$ cat src/rtl/timed_vreg_bank.sv
`default_nettype none
// ============================================================================
// Module   : timed_vreg_bank
// Purpose  : Bank of verification-driven registers. Each channel can be set,
//            inverted or periodically toggled after a programmable number of
//            clock cycles. Each channel also reports one-cycle change pulses
//            and a saturating change count.
// Revision : 1.0 - initial release
// ============================================================================
module timed_vreg_bank #(
   parameter int               NUM_CH    = 4,
   parameter int               WIDTH     = 56,
   parameter int               DELAY_W   = 16,
   parameter int               CNT_W     = 8,
   parameter logic [WIDTH-1:0] RESET_VAL = '0,
   localparam int              CH_W      = (NUM_CH > 1) ? $clog2(NUM_CH) : 1
) (
   input  logic                      clk,
   input  logic                      reset,
   input  logic                      wr_en,
   input  logic [CH_W-1:0]           wr_ch,
   input  logic [1:0]                wr_mode,
   input  logic [WIDTH-1:0]          wr_data,
   input  logic [DELAY_W-1:0]        wr_delay,
   output logic [NUM_CH*WIDTH-1:0]   vreg_out,
   output logic [NUM_CH-1:0]         pending,
   output logic [NUM_CH-1:0]         change_pulse,
   output logic [NUM_CH*CNT_W-1:0]   change_count,
   output logic                      err_pulse
);

   // Command encodings on wr_mode
   localparam logic [1:0] MODE_SET    = 2'b00;
   localparam logic [1:0] MODE_INVERT = 2'b01;
   localparam logic [1:0] MODE_PERIOD = 2'b10;
   localparam logic [1:0] MODE_CANCEL = 2'b11;

   // Per-channel FSM state encodings
   localparam logic [1:0] ST_IDLE   = 2'd0;
   localparam logic [1:0] ST_WAIT   = 2'd1;
   localparam logic [1:0] ST_PERIOD = 2'd2;

   // Channel count widened by one bit so it can be compared against wr_ch
   localparam logic [CH_W:0]      NUM_CH_EXT = (CH_W + 1)'(NUM_CH);
   localparam logic [CNT_W-1:0]   CNT_MAX    = '1;
   localparam logic [DELAY_W-1:0] TIMER_ONE  = DELAY_W'(1);
   localparam logic [CNT_W-1:0]   CNT_ONE    = CNT_W'(1);

   logic w_ch_valid;
   logic r_err;

   // Out-of-range channels can only exist when NUM_CH is not a power of two
   assign w_ch_valid = ({1'b0, wr_ch} < NUM_CH_EXT);

   // Flag a command aimed at a non-existent channel one cycle later
   always_ff @(posedge clk) begin
      if (reset) begin
         r_err <= 1'b0;
      end else begin
         r_err <= wr_en && !w_ch_valid;
      end
   end

   assign err_pulse = r_err;

   generate
      for (genvar n = 0; n < NUM_CH; n++) begin : g_ch
         localparam logic [CH_W-1:0] CH_ID = CH_W'(n);

         // Armed-action state
         logic [1:0]         r_state;
         logic [1:0]         w_state_nxt;
         logic [DELAY_W-1:0] r_timer;
         logic [DELAY_W-1:0] w_timer_nxt;
         logic [DELAY_W-1:0] r_reload;
         logic [DELAY_W-1:0] w_reload_nxt;
         logic [WIDTH-1:0]   r_data;
         logic [WIDTH-1:0]   w_data_nxt;
         logic               r_invert;
         logic               w_invert_nxt;

         // Observable channel value and change reporting
         logic [WIDTH-1:0]   r_val;
         logic [WIDTH-1:0]   w_apply_val;
         logic               w_apply;
         logic               r_pulse;
         logic [CNT_W-1:0]   r_cnt;

         logic               w_cmd;
         logic               w_armed;
         logic               w_expire;

         // wr_ch can only equal CH_ID when it is in range, so no extra gating
         assign w_cmd    = wr_en && (wr_ch == CH_ID);
         assign w_armed  = (r_state == ST_WAIT) || (r_state == ST_PERIOD);
         assign w_expire = w_armed && (r_timer == '0);

         // State register: FSM state, countdown timer and latched command
         always_ff @(posedge clk) begin
            if (reset) begin
               r_state  <= ST_IDLE;
               r_timer  <= '0;
               r_reload <= '0;
               r_data   <= '0;
               r_invert <= 1'b0;
            end else begin
               r_state  <= w_state_nxt;
               r_timer  <= w_timer_nxt;
               r_reload <= w_reload_nxt;
               r_data   <= w_data_nxt;
               r_invert <= w_invert_nxt;
            end
         end

         // Next state: advance the armed action, then let a new command override
         always_comb begin
            w_state_nxt  = r_state;
            w_timer_nxt  = r_timer;
            w_reload_nxt = r_reload;
            w_data_nxt   = r_data;
            w_invert_nxt = r_invert;

            case (r_state)
               ST_WAIT: begin
                  if (r_timer == '0) begin
                     w_state_nxt = ST_IDLE;
                  end else begin
                     w_timer_nxt = r_timer - TIMER_ONE;
                  end
               end
               ST_PERIOD: begin
                  if (r_timer == '0) begin
                     w_timer_nxt = r_reload;
                  end else begin
                     w_timer_nxt = r_timer - TIMER_ONE;
                  end
               end
               default: begin
                  w_state_nxt = ST_IDLE;
               end
            endcase

            // A command lands after any expiry at this edge has been applied,
            // so its delay counts from this edge and the old action is gone
            if (w_cmd) begin
               case (wr_mode)
                  MODE_SET, MODE_INVERT: begin
                     w_state_nxt  = ST_WAIT;
                     w_timer_nxt  = wr_delay;
                     w_data_nxt   = wr_data;
                     w_invert_nxt = (wr_mode == MODE_INVERT);
                  end
                  MODE_PERIOD: begin
                     w_state_nxt  = ST_PERIOD;
                     w_timer_nxt  = wr_delay;
                     w_reload_nxt = wr_delay;
                     w_data_nxt   = wr_data;
                     w_invert_nxt = 1'b0;
                  end
                  MODE_CANCEL: begin
                     w_state_nxt = ST_IDLE;
                  end
                  default: begin
                     w_state_nxt = ST_IDLE;
                  end
               endcase
            end
         end

         // Output decode: value the channel takes when its action expires
         always_comb begin
            w_apply     = 1'b0;
            w_apply_val = r_val;
            if (w_expire) begin
               w_apply = 1'b1;
               if (r_state == ST_PERIOD) begin
                  w_apply_val = r_val ^ r_data;
               end else if (r_invert) begin
                  w_apply_val = ~r_val;
               end else begin
                  w_apply_val = r_data;
               end
            end
         end

         // Channel value with change pulse and saturating change counter;
         // an apply that rewrites the same value is not a change
         always_ff @(posedge clk) begin
            if (reset) begin
               r_val   <= RESET_VAL;
               r_pulse <= 1'b0;
               r_cnt   <= '0;
            end else if (w_apply && (w_apply_val != r_val)) begin
               r_val   <= w_apply_val;
               r_pulse <= 1'b1;
               if (r_cnt != CNT_MAX) begin
                  r_cnt <= r_cnt + CNT_ONE;
               end
            end else begin
               r_pulse <= 1'b0;
            end
         end

         assign vreg_out[n*WIDTH +: WIDTH]     = r_val;
         assign pending[n]                     = w_armed;
         assign change_pulse[n]                = r_pulse;
         assign change_count[n*CNT_W +: CNT_W] = r_cnt;
      end
   endgenerate

endmodule
`default_nettype wire

$ cat config.mk
export PLATFORM = sky130hd
export DESIGN_NAME = timed_vreg_bank
export DESIGN_NICKNAME = d
export VERILOG_FILES = /design/src/rtl/timed_vreg_bank.sv
export SDC_FILE = /design/constraint.sdc
export NUM_CORES = 2
export LEC_CHECK = 0
export BUFFER_PORTS_ARGS = -buffer_cell sky130_fd_sc_hd__buf_2
export CAP_MARGIN = 10
export CORE_ASPECT_RATIO = 0.5
export CORE_MARGIN = 5
export CORE_UTILIZATION = 40
export CTS_BUF_LIST = sky130_fd_sc_hd__clkbuf_8
export DETAILED_ROUTE_END_ITERATION = 10
export PLACE_DENSITY_LB_ADDON = 0.25
export SKIP_LAST_GASP = 1
export SYNTH_ARGS = -nofsm -noshare
export SYNTH_HDL_FRONTEND = slang
export SYNTH_SLANG_ARGS = --single-unit
$ cat constraint.sdc
create_clock -name clk -period 5.1 [get_ports clk]
set_input_delay 0.765 -clock clk [delete_from_list [all_inputs] [get_ports clk]]
set_output_delay 0.765 -clock clk [all_outputs]
set_load 0.03 [all_outputs]
# Yosys cells after proc, flatten, opt, wreduce, memory -nomap -nowiden
# Index checks and enable logic that the tools add are counted.
[word_totals]
elab_cells = 177
ff_bits = 624
input_bits = 79
[classes]
bitwise = 8
reduce_logical = 45
n_addsub = 8
muxes = 54
eq_ne = 30
[ops]
columns = ["operator", "count"]
rows = [
  ["two-way mux 56 bit", 12],
  ["two-way mux 16 bit", 16],
  ["inequality test 56 bit", 4],
  ["inverter 56 bit", 4],
  ["XOR 56 bit", 4],
  ["one-hot mux 16 bit (2 select lines)", 4],
  ["zero test 16 bit", 4],
  ["subtractor 16 x 1 -> 16 bit (second input constant)", 4],
  ["AND reduction 2 bit", 20],
  ["adder 8 x 1 -> 8 bit (second input constant)", 4],
  ["inequality test 8 bit (second input constant)", 4],
  ["equality test 2 bit (second input constant)", 8],
  ["two-way mux 2 bit", 8],
  ["one-hot mux 2 bit (2 select lines)", 4],
  ["equality test 2 x 1 -> 1 bit (second input constant)", 6],
  ["logical AND 1 bit", 12],
  ["inequality test 3 x 2 -> 1 bit (second input constant)", 4],
  ["two-way mux 1 bit", 8],
  ["inequality test 2 bit (second input constant)", 4],
  ["one-hot mux 2 bit (3 select lines)", 1],
  ["zero test 2 bit", 2],
  ["logical OR 1 bit", 4],
  ["OR reduction 3 bit", 1],
  ["one-hot mux 1 bit (2 select lines)", 1],
  ["2 further kinds", 2],
]

# Depth between registers and ports, before layout
[logic_depth]
word_depth = 7
mapped_depth = 15
depth_no_buf = 10

# Worst setup path before layout
# Ideal clock, no wire load.
[synth_path]
kind = "register to register"
startpoint = "reg g_ch[2].r_state[0]"
endpoint = "reg g_ch[2].r_val[54]"
t_required_ns = 5.012
path_buffers = 5
synth_period_minus_slack_ns = 2.897
path_slack_ns = 2.203
arrival_time_ns = 2.809
stages_incl_launch_ff = 15
cell_sequence = "dfxtp_1 inv_1 ha_1 buf_2 or2_1 buf_6 o21ai_1 o2111ai_1 or4_1 nor4_2 a311oi_1 buf_2 buf_6 buf_2 a311oi_2"
[synth_via]
elab_chain_len = 6
word_cells_on_any_way = 9
cone_classes = "eq/ne (3); mux (3); reduce/logical (3)"
[synth_rtl]
columns = ["element", "line_no", "source"]
rows = [
  ["start: declaration", "71", "logic [1:0] r_state;"],
  ["start signal: assignment", "107", "r_state <= w_state_nxt;"],
  ["equality test 2 x 1 -> 1 bit / equality test 2 bit (equally long branches)", "95, 176", ""],
  ["logical OR 1 bit", "95", "assign w_armed = (r_state == ST_WAIT) || (r_state == ST_PERIOD);"],
  ["logical AND 1 bit", "96", "assign w_expire = w_armed && (r_timer == '0);"],
  ["two-way mux 56 bit", "174", "if (w_expire) begin"],
  ["inequality test 56 bit", "193", "end else if (w_apply && (w_apply_val != r_val)) begin"],
  ["logical AND 1 bit", "193", ""],
  ["end signal: assignment", "194", "r_val <= w_apply_val;"],
  ["end: declaration", "83", "logic [WIDTH-1:0] r_val;"],
]
# Parallel ways exist; a longest one is shown, timed or not.
# A chain may end at the register's enable or synchronous reset.

# Worst setup path in the final report
[layout_path]
startpoint = "reg g_ch[3].r_val[7]"
endpoint = "reg g_ch[3].r_val[2]"
[layout_via]
elab_chain_len = 6
word_cells_on_any_way = 7
cone_classes = "eq/ne (1); mux (3); bitwise (2); reduce/logical (1)"
[layout_rtl]
columns = ["element", "line_no", "source"]
rows = [
  ["start: declaration", "83", ""],
  ["start signal: assignment", "194", ""],
  ["inverter 56 bit", "179", "w_apply_val = ~r_val;"],
  ["two-way mux 56 bit", "178", "end else if (r_invert) begin"],
  ["two-way mux 56 bit", "176", "if (r_state == ST_PERIOD) begin"],
  ["two-way mux 56 bit", "174", ""],
  ["inequality test 56 bit (*)", "193", ""],
  ["logical AND 1 bit (*)", "193", ""],
]
# Every way passes the cells marked *; elsewhere a longest branch is shown, timed or not.

==> metrics.csv <==
stage,metric,value,unit
outcome,outcome,"complete, no violations",
run,number of max-cap violations,0,
logic_synthesis,Cells after Synth,4618,
logic_synthesis,number of synthesized flops with an enable pin,0,
route,DR pass1 iterations,6,
cts,H-tree levels,3,
logic_synthesis,post-synthesis cell area,34000,um^2
die,DIE AREA,91300,um^2
power,Worst VDD drop,0.182,mV
logic_synthesis,cell taking the most area after synthesis,dfxtp_1,
timing,slew margin rel.,17.0,%
logic_synthesis,"FFs w/ async S/R, synth",0,%
logic_synthesis,most area-consuming cells after synthesis,"dfxtp_1 37%, nand2_1 11%, a21oi_1 9.2%, o21ai_0 5.2%, a311oi_1 3.5%",
logic_synthesis,Synth cell types,82,
global_route,first-pass GRT wire length,219000,um
global_route,pin count of the biggest net entering global routing,202,
cts,"Hold-fix buffers, CTS",0,
route,DRT iter0 DRCs,4744,
setup_path,CP Data Arrival Time,4.75,ns
route,final WL,150000,um
power,Design Power,11.2,mW
setup_path,"critical path, cell by cell",nor2b_1 > a2111oi_0 > nand4_1 > or4_1 > a2111oi_2 > a21oi_4 > buf_12 > a31o_2 > a21oi_1,
finish,nets@finish,4874,
setup_path,slowest cell delay on critical path,1.03,ns
cts,CTS sink count,624,
finish,layout cells sized above 1,14.3,%
timing,Tcrit/Tclk final,79.3,%
power,pwr/cell area,290,nW/um^2
timing,RSZ-0062 raised after global routing,false,
finish,area delta synth->final,13.0,%
finish,"commonest cells after routing, fill and taps aside","961 x nand2_1, 624 x dfxtp_1, 622 x a21oi_1, 353 x o21ai_0, 341 x buf_2",
power,Leak Pwr,13.9,nW
cts,Max clock buf depth,3,
route,DR WL/cell,25.0,um
setup_path,CP Max Fanout,49,
cts,clock-pin slew on the worst setup and hold paths,0.07,ns
timing,fin. max-slew vios,0,
die,Initial Util,40.4,%
hold_path,worst min path class,in2reg,
logic_synthesis,register area share after synthesis,36.8,%
setup_path,critical path launch point type,flip-flop,
cts,# Post-CTS Setup Buffers,0,
timing,Final min period,4.04,ns
global_route,Overflow after GRT,0,
finish,"commonest non-fill, non-tap cell in the layout",nand2_1,
route,Routed Antenna Nets,0,
setup_path,slowest CP cell,a2111oi_0,
timing,Final setup viols,0,
die,Die W,422,um
route,number of vias per cell,6.18,
setup_path,CP required,5.80,ns
setup_path,crit end category,flip-flop,
timing,Fin. Hold Viols,0,
logic_synthesis,Syn. warnings,0,
placed_design,Port-buffer cells,342,
route,DRC errors left,0,
route,DR vias,36900,
die,Top Ports,344,
logic_synthesis,syn_nets,4717,
cts,TritonCTS clock tree,yes,
logic_synthesis,top_reg_cell synth,dfxtp_1,
die,Die Ht,216,um
logic_synthesis,Yosys top cell area share,36.8,%
global_route,Total Routing Usage GR,30.9,%
global_route,initial antenna violation count,11,
die,row cnt,75,
cts,CTS buffer count,94,
timing,clk_skew,0.0385,ns
logic_synthesis,Avg Inst Size Synth,7.36,um^2
logic_synthesis,Yosys reg bits,624,
placed_design,post-DP HPWL,106000,um
cts,post_cts resized,0,
cts,later-pin clock latency in the skew report,0.81,ns
timing,Max Clk Rate,0.247,GHz
die,core area,84100,um^2
placed_design,GP Congestion,1.05,
global_route,number of global-route vias before repair,33200,
timing,Slew @ Worst Pin,1.24,ns
setup_path,critical path class,reg2reg,
timing,setup_tns,0,ns
cts,root buffer cell,clkbuf_8,
## where the power goes
part,total [mW],switching [mW],leakage [nW],internal (mW)
clock,4.73,2.27,1.17,2.47
sequential,5.13,0.169,5.04,4.96
combinational,1.29,0.898,7.70,0.396
total,11.2,3.33,13.9,7.83
## cell families after synthesis
kind of cell	Yosys count	synth area share, %
compound gates	1634	31.2
xor+xnor	28	0.722
fa+ha+maj	20	0.736
buf+inv	505	5.96
flops	624	36.8
mux	16	0.512
other cells	1	0.0110
simple gates	1790	24.1
## registers in the layout, summed over array words and instances (netlist names)
signal         count
g_ch.r_invert      4
g_ch.r_cnt        32
g_ch.r_state       8
g_ch.r_pulse       4
g_ch.r_timer      64
g_ch.r_data      224
g_ch.r_val       224
g_ch.r_reload     64
## per-layer routing
metal  wire length [um]  global-route usage (%)  up-vias  part of all wire, %
met3              15200                    7.54      367                   10
met2              63300                    45.4     1922                   42
met1              64700                    43.5    17700                   43
met5                  0                       0        -                    0
li1                   -                       -    16900                    -
met4               6350                    12.8        0                  4.2
## final timing paths
check	slack, ns	depth (start not counted)	start	end
worst min-delay path	0.29	3	wr_delay[7]	g_ch[2].r_reload[7]$_SDFFE_PP0P_
worst min register to register	0.46	2	g_ch[1].r_reload[3]$_SDFFE_PP0P_	g_ch[1].r_reload[3]$_SDFFE_PP0P_
worst max register to register	1.06	9	g_ch[3].r_val[7]$_SDFFE_PP0P_	g_ch[3].r_val[2]$_SDFFE_PP0P_
worst max-delay path	1.06	9	g_ch[3].r_val[7]$_SDFFE_PP0P_	g_ch[3].r_val[2]$_SDFFE_PP0P_
## critical path: cells and delay by family (launching register included)
kind            cells  cell delay [ns]
compound gates      5             2.35
buf+inv             1             0.28
flops               1             0.58
simple gates        3             0.72
## through the flow
step	util (%)	setup WS (ns)	instance area, um^2	instances	hold slack [ns]
2_1_floorplan	-	2.20	34000	4618	0.432
3_3_place_gp	43.2	1.43	36300	5795	0.440
3_5_place_dp	43.2	1.30	36300	5795	0.446
4_1_cts	45.7	1.27	38400	5967	0.225
5_1_grt	45.7	0.883	38400	5972	0.258
6_report	45.7	1.06	38400	5974	0.295
## layout make-up
class	instances	area (um^2)
sequential	624	12500
timing repair buffer	391	2140
multi-input combinational	3489	19600
clock buffer	121	1670
antenna	7	17.5
clock inverter	51	440
tap	1116	1400
fill	8513	45700
inverter	175	657
## cells in the mapped netlist (all sizes together), types with 7 or more instances
cell type and count:
nand4 59, nor3 51, a211oi 22, o21ai 355, o2bb2ai 7, o2111ai 40, dfxtp 624, a22oi 71
or2 46, mux2 11, or4 9, o211ai 29, nand2b 173, and3 24, o221ai 12, xnor2 17
ha 20, a2111oi 31, nand2 964, or3 8, a221oi 41, clkbuf 263, buf 67, nor2 221
nor4 39, nand3 54, and2 8, inv 174, o21bai 11, a31o 32, a31oi 16, a22o 36
nor2b 104, a311oi 175, a2111o 9, o22ai 57, xor2 11, a21oi 628
(Power assumes the default switching activity.)
